## src/rtl/mult_arbiter_if.sv

```systemverilog
// Signal bundle between requesters A/B, the arbiter and the shared multiplier.
// The slave modport is the arbiter's view; master is the environment's view.
interface mult_arbiter_if;
    logic       req_a;
    logic [3:0] a_in_1;
    logic [3:0] a_in_2;
    logic       req_b;
    logic [3:0] b_in_1;
    logic [3:0] b_in_2;
    logic       done_a;
    logic       done_b;
    logic [7:0] res_a;
    logic [7:0] res_b;
    logic       busy;
    logic       mul_rst;
    logic       mul_start;
    logic [3:0] mul_in_1;
    logic [3:0] mul_in_2;
    logic [7:0] mul_out;

    modport slave (
        input  req_a, a_in_1, a_in_2, req_b, b_in_1, b_in_2, mul_out,
        output done_a, done_b, res_a, res_b, busy, mul_rst, mul_start, mul_in_1, mul_in_2
    );

    modport master (
        output req_a, a_in_1, a_in_2, req_b, b_in_1, b_in_2, mul_out,
        input  done_a, done_b, res_a, res_b, busy, mul_rst, mul_start, mul_in_1, mul_in_2
    );
endinterface

```

## src/rtl/mult_arbiter.sv

```systemverilog
// Round-robin arbiter sharing one fixed-latency 4x4 multiplier between requesters A and B.
// Optional feature macro MULT_ARB_ZERO_BYPASS_EN: grants with a zero operand skip the multiplier.
//
// state | meaning
// IDLE  | no operation; arbitrate pending reqs and latch the winner's operands
// START | mul_start pulse, wait counter loaded with MUL_LAT-1
// WAIT  | count down the multiplier latency
// DONE  | product captured into owner's res, owner's done pulse, pointer updated
module mult_arbiter #(
    parameter int MUL_LAT = 10
) (
    input  logic          clk,
    input  logic          rst,
    mult_arbiter_if.slave bus
);
    localparam int CW = (MUL_LAT > 1) ? $clog2(MUL_LAT) : 1;

    typedef enum logic [1:0] {IDLE, START, WAIT, DONE} state_t;

    state_t        state_q, state_d;
    logic [CW-1:0] cnt_q, cnt_d;
    logic          owner_b_q, owner_b_d;
    logic          last_b_q, last_b_d;
    logic          busy_q, busy_d;
    logic          mul_start_q, mul_start_d;
    logic          done_a_q, done_a_d;
    logic          done_b_q, done_b_d;
    logic [7:0]    res_a_q, res_a_d;
    logic [7:0]    res_b_q, res_b_d;
    logic [3:0]    mul_in_1_q, mul_in_1_d;
    logic [3:0]    mul_in_2_q, mul_in_2_d;
    logic          grant_b;
    logic [3:0]    op_1, op_2;

    always_comb begin
        state_d     = state_q;
        cnt_d       = cnt_q;
        owner_b_d   = owner_b_q;
        last_b_d    = last_b_q;
        mul_start_d = 1'b0;
        done_a_d    = 1'b0;
        done_b_d    = 1'b0;
        res_a_d     = res_a_q;
        res_b_d     = res_b_q;
        mul_in_1_d  = mul_in_1_q;
        mul_in_2_d  = mul_in_2_q;
        // B wins when alone, or when both request and A was served last
        grant_b     = bus.req_b && (!bus.req_a || !last_b_q);
        op_1        = grant_b ? bus.b_in_1 : bus.a_in_1;
        op_2        = grant_b ? bus.b_in_2 : bus.a_in_2;

        case (state_q)
            IDLE: begin
                if (bus.req_a || bus.req_b) begin
                    owner_b_d  = grant_b;
                    mul_in_1_d = op_1;
                    mul_in_2_d = op_2;
`ifdef MULT_ARB_ZERO_BYPASS_EN
                    if (op_1 == 4'd0 || op_2 == 4'd0) begin
                        state_d = DONE;
                        if (grant_b) begin
                            res_b_d  = 8'd0;
                            done_b_d = 1'b1;
                        end else begin
                            res_a_d  = 8'd0;
                            done_a_d = 1'b1;
                        end
                    end else begin
                        state_d     = START;
                        mul_start_d = 1'b1;
                    end
`else
                    state_d     = START;
                    mul_start_d = 1'b1;
`endif
                end
            end
            START: begin
                state_d = WAIT;
                cnt_d   = CW'(MUL_LAT - 1);
            end
            WAIT: begin
                if (cnt_q == '0) begin
                    state_d = DONE;
                    if (owner_b_q) begin
                        res_b_d  = bus.mul_out;
                        done_b_d = 1'b1;
                    end else begin
                        res_a_d  = bus.mul_out;
                        done_a_d = 1'b1;
                    end
                end else begin
                    cnt_d = cnt_q - CW'(1);
                end
            end
            DONE: begin
                state_d  = IDLE;
                last_b_d = owner_b_q;
            end
            default: state_d = IDLE;
        endcase

        busy_d = (state_d != IDLE);
    end

    always_ff @(posedge clk or negedge rst) begin
        if (!rst) begin
            state_q     <= IDLE;
            cnt_q       <= '0;
            owner_b_q   <= 1'b0;
            last_b_q    <= 1'b1;
            busy_q      <= 1'b0;
            mul_start_q <= 1'b0;
            done_a_q    <= 1'b0;
            done_b_q    <= 1'b0;
            res_a_q     <= 8'd0;
            res_b_q     <= 8'd0;
            mul_in_1_q  <= 4'd0;
            mul_in_2_q  <= 4'd0;
        end else begin
            state_q     <= state_d;
            cnt_q       <= cnt_d;
            owner_b_q   <= owner_b_d;
            last_b_q    <= last_b_d;
            busy_q      <= busy_d;
            mul_start_q <= mul_start_d;
            done_a_q    <= done_a_d;
            done_b_q    <= done_b_d;
            res_a_q     <= res_a_d;
            res_b_q     <= res_b_d;
            mul_in_1_q  <= mul_in_1_d;
            mul_in_2_q  <= mul_in_2_d;
        end
    end

    assign bus.done_a    = done_a_q;
    assign bus.done_b    = done_b_q;
    assign bus.res_a     = res_a_q;
    assign bus.res_b     = res_b_q;
    assign bus.busy      = busy_q;
    assign bus.mul_start = mul_start_q;
    assign bus.mul_in_1  = mul_in_1_q;
    assign bus.mul_in_2  = mul_in_2_q;
    assign bus.mul_rst   = ~rst;
endmodule

```

## src/flat_wrapper.sv

```systemverilog
// flat-port wrapper written by rule: the top's interface ports become plain ports
module mult_arbiter_flat 
#(
    parameter int MUL_LAT = 10
)
  (clk, rst, bus_req_a, bus_a_in_1, bus_a_in_2, bus_req_b, bus_b_in_1, bus_b_in_2, bus_mul_out, bus_done_a, bus_done_b, bus_res_a, bus_res_b, bus_busy, bus_mul_rst, bus_mul_start, bus_mul_in_1, bus_mul_in_2);
  mult_arbiter_if bus_i ();
  input  logic clk;
  input  logic rst;
  input wire logic [$bits(bus_i.req_a)-1:0] bus_req_a;
  input wire logic [$bits(bus_i.a_in_1)-1:0] bus_a_in_1;
  input wire logic [$bits(bus_i.a_in_2)-1:0] bus_a_in_2;
  input wire logic [$bits(bus_i.req_b)-1:0] bus_req_b;
  input wire logic [$bits(bus_i.b_in_1)-1:0] bus_b_in_1;
  input wire logic [$bits(bus_i.b_in_2)-1:0] bus_b_in_2;
  input wire logic [$bits(bus_i.mul_out)-1:0] bus_mul_out;
  output wire logic [$bits(bus_i.done_a)-1:0] bus_done_a;
  output wire logic [$bits(bus_i.done_b)-1:0] bus_done_b;
  output wire logic [$bits(bus_i.res_a)-1:0] bus_res_a;
  output wire logic [$bits(bus_i.res_b)-1:0] bus_res_b;
  output wire logic [$bits(bus_i.busy)-1:0] bus_busy;
  output wire logic [$bits(bus_i.mul_rst)-1:0] bus_mul_rst;
  output wire logic [$bits(bus_i.mul_start)-1:0] bus_mul_start;
  output wire logic [$bits(bus_i.mul_in_1)-1:0] bus_mul_in_1;
  output wire logic [$bits(bus_i.mul_in_2)-1:0] bus_mul_in_2;
  assign bus_i.req_a = bus_req_a;
  assign bus_i.a_in_1 = bus_a_in_1;
  assign bus_i.a_in_2 = bus_a_in_2;
  assign bus_i.req_b = bus_req_b;
  assign bus_i.b_in_1 = bus_b_in_1;
  assign bus_i.b_in_2 = bus_b_in_2;
  assign bus_i.mul_out = bus_mul_out;
  assign bus_done_a = bus_i.done_a;
  assign bus_done_b = bus_i.done_b;
  assign bus_res_a = bus_i.res_a;
  assign bus_res_b = bus_i.res_b;
  assign bus_busy = bus_i.busy;
  assign bus_mul_rst = bus_i.mul_rst;
  assign bus_mul_start = bus_i.mul_start;
  assign bus_mul_in_1 = bus_i.mul_in_1;
  assign bus_mul_in_2 = bus_i.mul_in_2;
  mult_arbiter #(.MUL_LAT(MUL_LAT)) u_core (.clk(clk), .rst(rst), .bus(bus_i));
endmodule
```

## config.mk

```make
export PLATFORM = sky130hd
export DESIGN_NAME = mult_arbiter_flat
export DESIGN_NICKNAME = d
export VERILOG_FILES = /design/src/rtl/mult_arbiter_if.sv /design/src/rtl/mult_arbiter.sv /design/src/flat_wrapper.sv
export SDC_FILE = /design/constraint.sdc
export NUM_CORES = 1
export LEC_CHECK = 0
export BUFFER_PORTS_ARGS = -buffer_cell sky130_fd_sc_hd__buf_2
export CAP_MARGIN = 5
export CORE_ASPECT_RATIO = 1.4
export CORE_MARGIN = 2
export CORE_UTILIZATION = 46
export CTS_BUF_LIST = sky130_fd_sc_hd__clkbuf_8
export DETAILED_ROUTE_END_ITERATION = 6
export HOLD_SLACK_MARGIN = 0.08
export PLACE_DENSITY = 0.78
export REMOVE_ABC_BUFFERS = 1
export SYNTH_ARGS = -nofsm -noshare
export SYNTH_HDL_FRONTEND = slang
export SYNTH_SLANG_ARGS = --single-unit
```

## constraint.sdc

```tcl
create_clock -name clk -period 1.48 [get_ports clk]
set_input_delay 0.444 -clock clk [delete_from_list [all_inputs] [get_ports clk]]
set_output_delay 0.444 -clock clk [all_outputs]
set_load 0.02 [all_outputs]
```

==> results list <==
- Data arrival, critical path: around 1.7 ns
- Setup repair after global routing could not meet its margin everywhere.
* Number of port buffers: 56
- First-pass iteration count of the detailed router: 3
- Crit Path Class: flop to flop
* Max Cap Viol: 0
- Total vias in the final route: 1251
- STA classifies the critical path endpoint as a flop.
- The first global-routing pass estimated ~5.7 mm of wire.
- Actual slew at the worst max-slew pin: ~0.45 ns
- Entering global routing, the biggest net connects 37 pins.
* Compound-gate portion of the synthesized area: between 7 and 8%
* Switching part of the total power: roughly 40%
- Final critical-path share of the clock period: 104.9%
- The tree built by TritonCTS fans out to 36 sinks.
- In the final routed layout, each cell accounts on average for between 10 and 15 um.
- Compared with the post-synthesis result, the final layout area differs by 38.23%.
- The die covers 0.003860 mm^2.
* Adder and majority gate portion of the synthesized area: roughly 4.8%
- OpenSTA, run right after detailed placement, puts the worst setup slack at -0.2048 ns.
- Number of ports placed on the die boundary: 57
- Core area: 0.003183 mm^2
- Clock-pin slew of the registers on the worst-case setup and hold paths: approximately 0.080 ns
- Data on the critical path is required at its endpoint by 1.65 ns.
* Seq cells post-synth: 36
- The smallest clock period supported by the final layout is computed as 1.553 ns.
- Final max-slew violation count: 0
* Post-synthesis average cell area: 11.84 um^2
- Worst setup SP type: flop
* Netlist area before placement: 0.001551 mm^2
* Area share of and/or/nand/nor cells after synthesis: 12.66%
- Sequential cells were found to cover 58.15% of the synthesized design area.
* Max Fanout on Critical Path: 9
- The H-tree was split into 2 levels.
- Run status: finished with violations
- The floorplan has 24 rows.
- Post-Route Hold Slack: 0.2084 ns
* DR DRC count: 0
- After synthesis, the largest family of logic cells by area is multiplexers.
- The final count of hold timing violations came to 0.
- IR analysis of the VDD net gives a maximum drop of 1.082 mV.
- Per report_power, the clock group accounts for 15.0% of the total.
- Cell at the root of the clock tree: clkbuf_8
* Lkg Pwr: 0.001076 uW
- Number of distinct library cells after synthesis: 25
- Global-route usage over all layers: 20.77%
* Post-Synth XOR/XNOR Area: 0%
- For this run, the post-layout net count is 240.
* Post-synthesis instance total: 131
- The clock passes through at most 2 buffers.
- Overall power consumption: about 4600 uW
- Final antenna-violating net count: 0
* Violations in the final reports: setup timing
- Cells fill roughly 67% of the core in the end.
- Clock latency of the later-clocked register in the worst-skew pair: 0.29 ns
* Share of total power in combinational logic: 47.5%
* Worst setup path startpoint: u_core.cnt_q[0]
- Die width: 53.09 um
* DIE HEIGHT: 72.72 um
* 1st-iter DRT viols: 17
* Final wirelength: 3.546 mm
* CTS tree: yes
* Initial antenna violation count: 0
- Net switching component of the power: 1827 uW
- Once the floorplan was initialized, standard cells occupied 48.74% of the core.
- Vias in the first global route: ~1300
* Sequential group share of total power: 37.5%
* Achievable Freq: between 0.6 and 0.7 GHz
- The worst pin sits at a relative slew slack of about 70%.
- In this run the critical register-to-register path is launched from u_core.cnt_q[0].
- Ratio of cells with drive above 1 in the final layout: 54.11%
- The portion of synthesized area spent on multiplexers is around 14%.
* # setup viols final: 17
- Post-route clock skew: 0.008006 ns
* Pint: about 2700 uW
* Gpl congestion: 0.7847
- For this run the aggregate overflow at the end of global routing stands at 0.
- The Yosys step of the flow raised 0 warnings.
- Worst setup slack after layout: -0.07307 ns
- Power density over cell area: 2126 mW/mm^2
- Clock tree synthesis inserted a total of 5 buffers.
* Per-cell via count in the routed design: 5.085
- Hold/Removal Path Class: primary input to asynchronous set/reset pin
- 0 antenna diodes ended up in the layout.
- Half-perimeter wire length of the detailed placement result: 2.532 mm
-- critical path: stages (launching register included) --
cell and delay, ns:
dfrtp_1 0.40, inv_2 0.08, ha_4 0.15, nand4bb_1 0.17
nor2_4 0.15, buf_12 0.14, mux2_2 0.34
-- worst paths after layout --
| kind | endpoint | slack, ns | cells after the start |
|---|---|---|---|
| worst min register to register | u_core.bus.res_a[2] | 0.50 | 1 |
| max in group asynchronous | u_core.last_b_q | 0.93 | 2 |
| worst max register to register | u_core.bus.res_a[5] | -0.07 | 6 |
| min in group clk | u_core.bus.mul_in_1[2] | 0.39 | 3 |
| worst max-delay path | u_core.bus.res_a[5] | -0.07 | 6 |
| worst min-delay path | u_core.cnt_q[3] | 0.21 | 2 |
-- synthesized netlist by cell type --
cell       number  area share [%]
mux2i_1         2             1.3
or4b_1          1            0.65
nand4bb_1       1            0.73
a31oi_1         9             3.6
buf_2           2            0.65
a21o_1          1            0.48
nand3_2         1            0.65
nor3b_1         1            0.48
dfrtp_1        35              56
a21bo_2         1            0.65
mux2_2         17              12
inv_1           8             1.9
nand2_1        19             4.6
nor2_1         10             2.4
o21ai_0         6             1.9
nor3b_2         1            0.81
clkbuf_1        2            0.48
nor2_4          1            0.73
or2_1           1            0.40
ha_1            6             4.8
nor3_1          2            0.65
nand4b_1        1            0.56
dfstp_2         1             1.7
a21boi_1        1            0.48
o21a_1          1            0.48
-- cell families after synthesis --
family / count (synthesis)
muxes: 19
AOI/OAI and AO/OA: 19
and+or+nand+nor: 39
adders and majority gates: 6
DFF: 36
buffers and inverters: 12
-- layout make-up --
class,count,area [um^2]
clock inverter,3,18.77
clock buffer,5,68.82
inverter,8,30.03
tap,39,48.80
fill,266,1039
sequential,36,902.1
multi-input combinational,84,670.6
timing repair buffer,71,405.4
-- routing by layer --
metal	vias up	share of wire, %	track usage (%)
met4	0	1.7	9.687
li1	599	-	-
met3	5	6.3	6.148
met5	-	0	0
met1	602	36	21.66
met2	45	56	37.08
-- flip-flops by register name, summed over array words and instances (netlist names) --
| register | flops |
|---|---|
| u_core.bus.mul_in_2 | 4 |
| u_core.bus.done_b | 1 |
| u_core.bus.mul_in_1 | 4 |
| u_core.last_b_q | 1 |
| u_core.owner_b_q | 1 |
| u_core.state_q | 2 |
| u_core.cnt_q | 4 |
| u_core.bus.res_a | 8 |
| u_core.bus.busy | 1 |
| u_core.bus.done_a | 1 |
| u_core.bus.res_b | 8 |
| u_core.bus.mul_start | 1 |
-- through the flow --
stage / instance area, um^2 / std cells / TNS, ns
finish: 2145 / 246 / -0.7228
global route: 2145 / 246 / -1.714
CTS: 2113 / 246 / -0.7137
detailed placement: 1938 / 232 / -3.470
global placement: 1938 / 232 / -1.491
floorplan: 1534 / 127 / -1.609
-- placed cells by master (no fill, tap or decap), types with 2 or more instances in the layout --
cell       n
ha_4       2
inv_1      4
clkbuf_8   5
a31oi_1    8
buf_2     56
buf_4     14
inv_2      4
nor3_1     2
mux2i_1    2
ha_1       3
dfrtp_1   35
nor2_1    10
o21ai_0    6
nand2_1   19
clkinv_2   2
mux2_2    17
-- power by group through the flow --
stage               logic [uW]  registers [uW]  clock network, uW
finish                    2160            1710                685
detailed placement        1960            1690                  0
global placement          1880            1660                  0
global route              2380            1770                757
CTS                       2100            1700                710
floorplan                  801            2080                  0
-- repair_timing --
action	CTS	global route
pin swaps	5	3
setup buffers	5	1
resized for setup	8	7
hold buffers	0	0
endpoints found under the setup margin	26	28
cloned	1	0
Note: power is estimated with default switching activity, not from simulation.
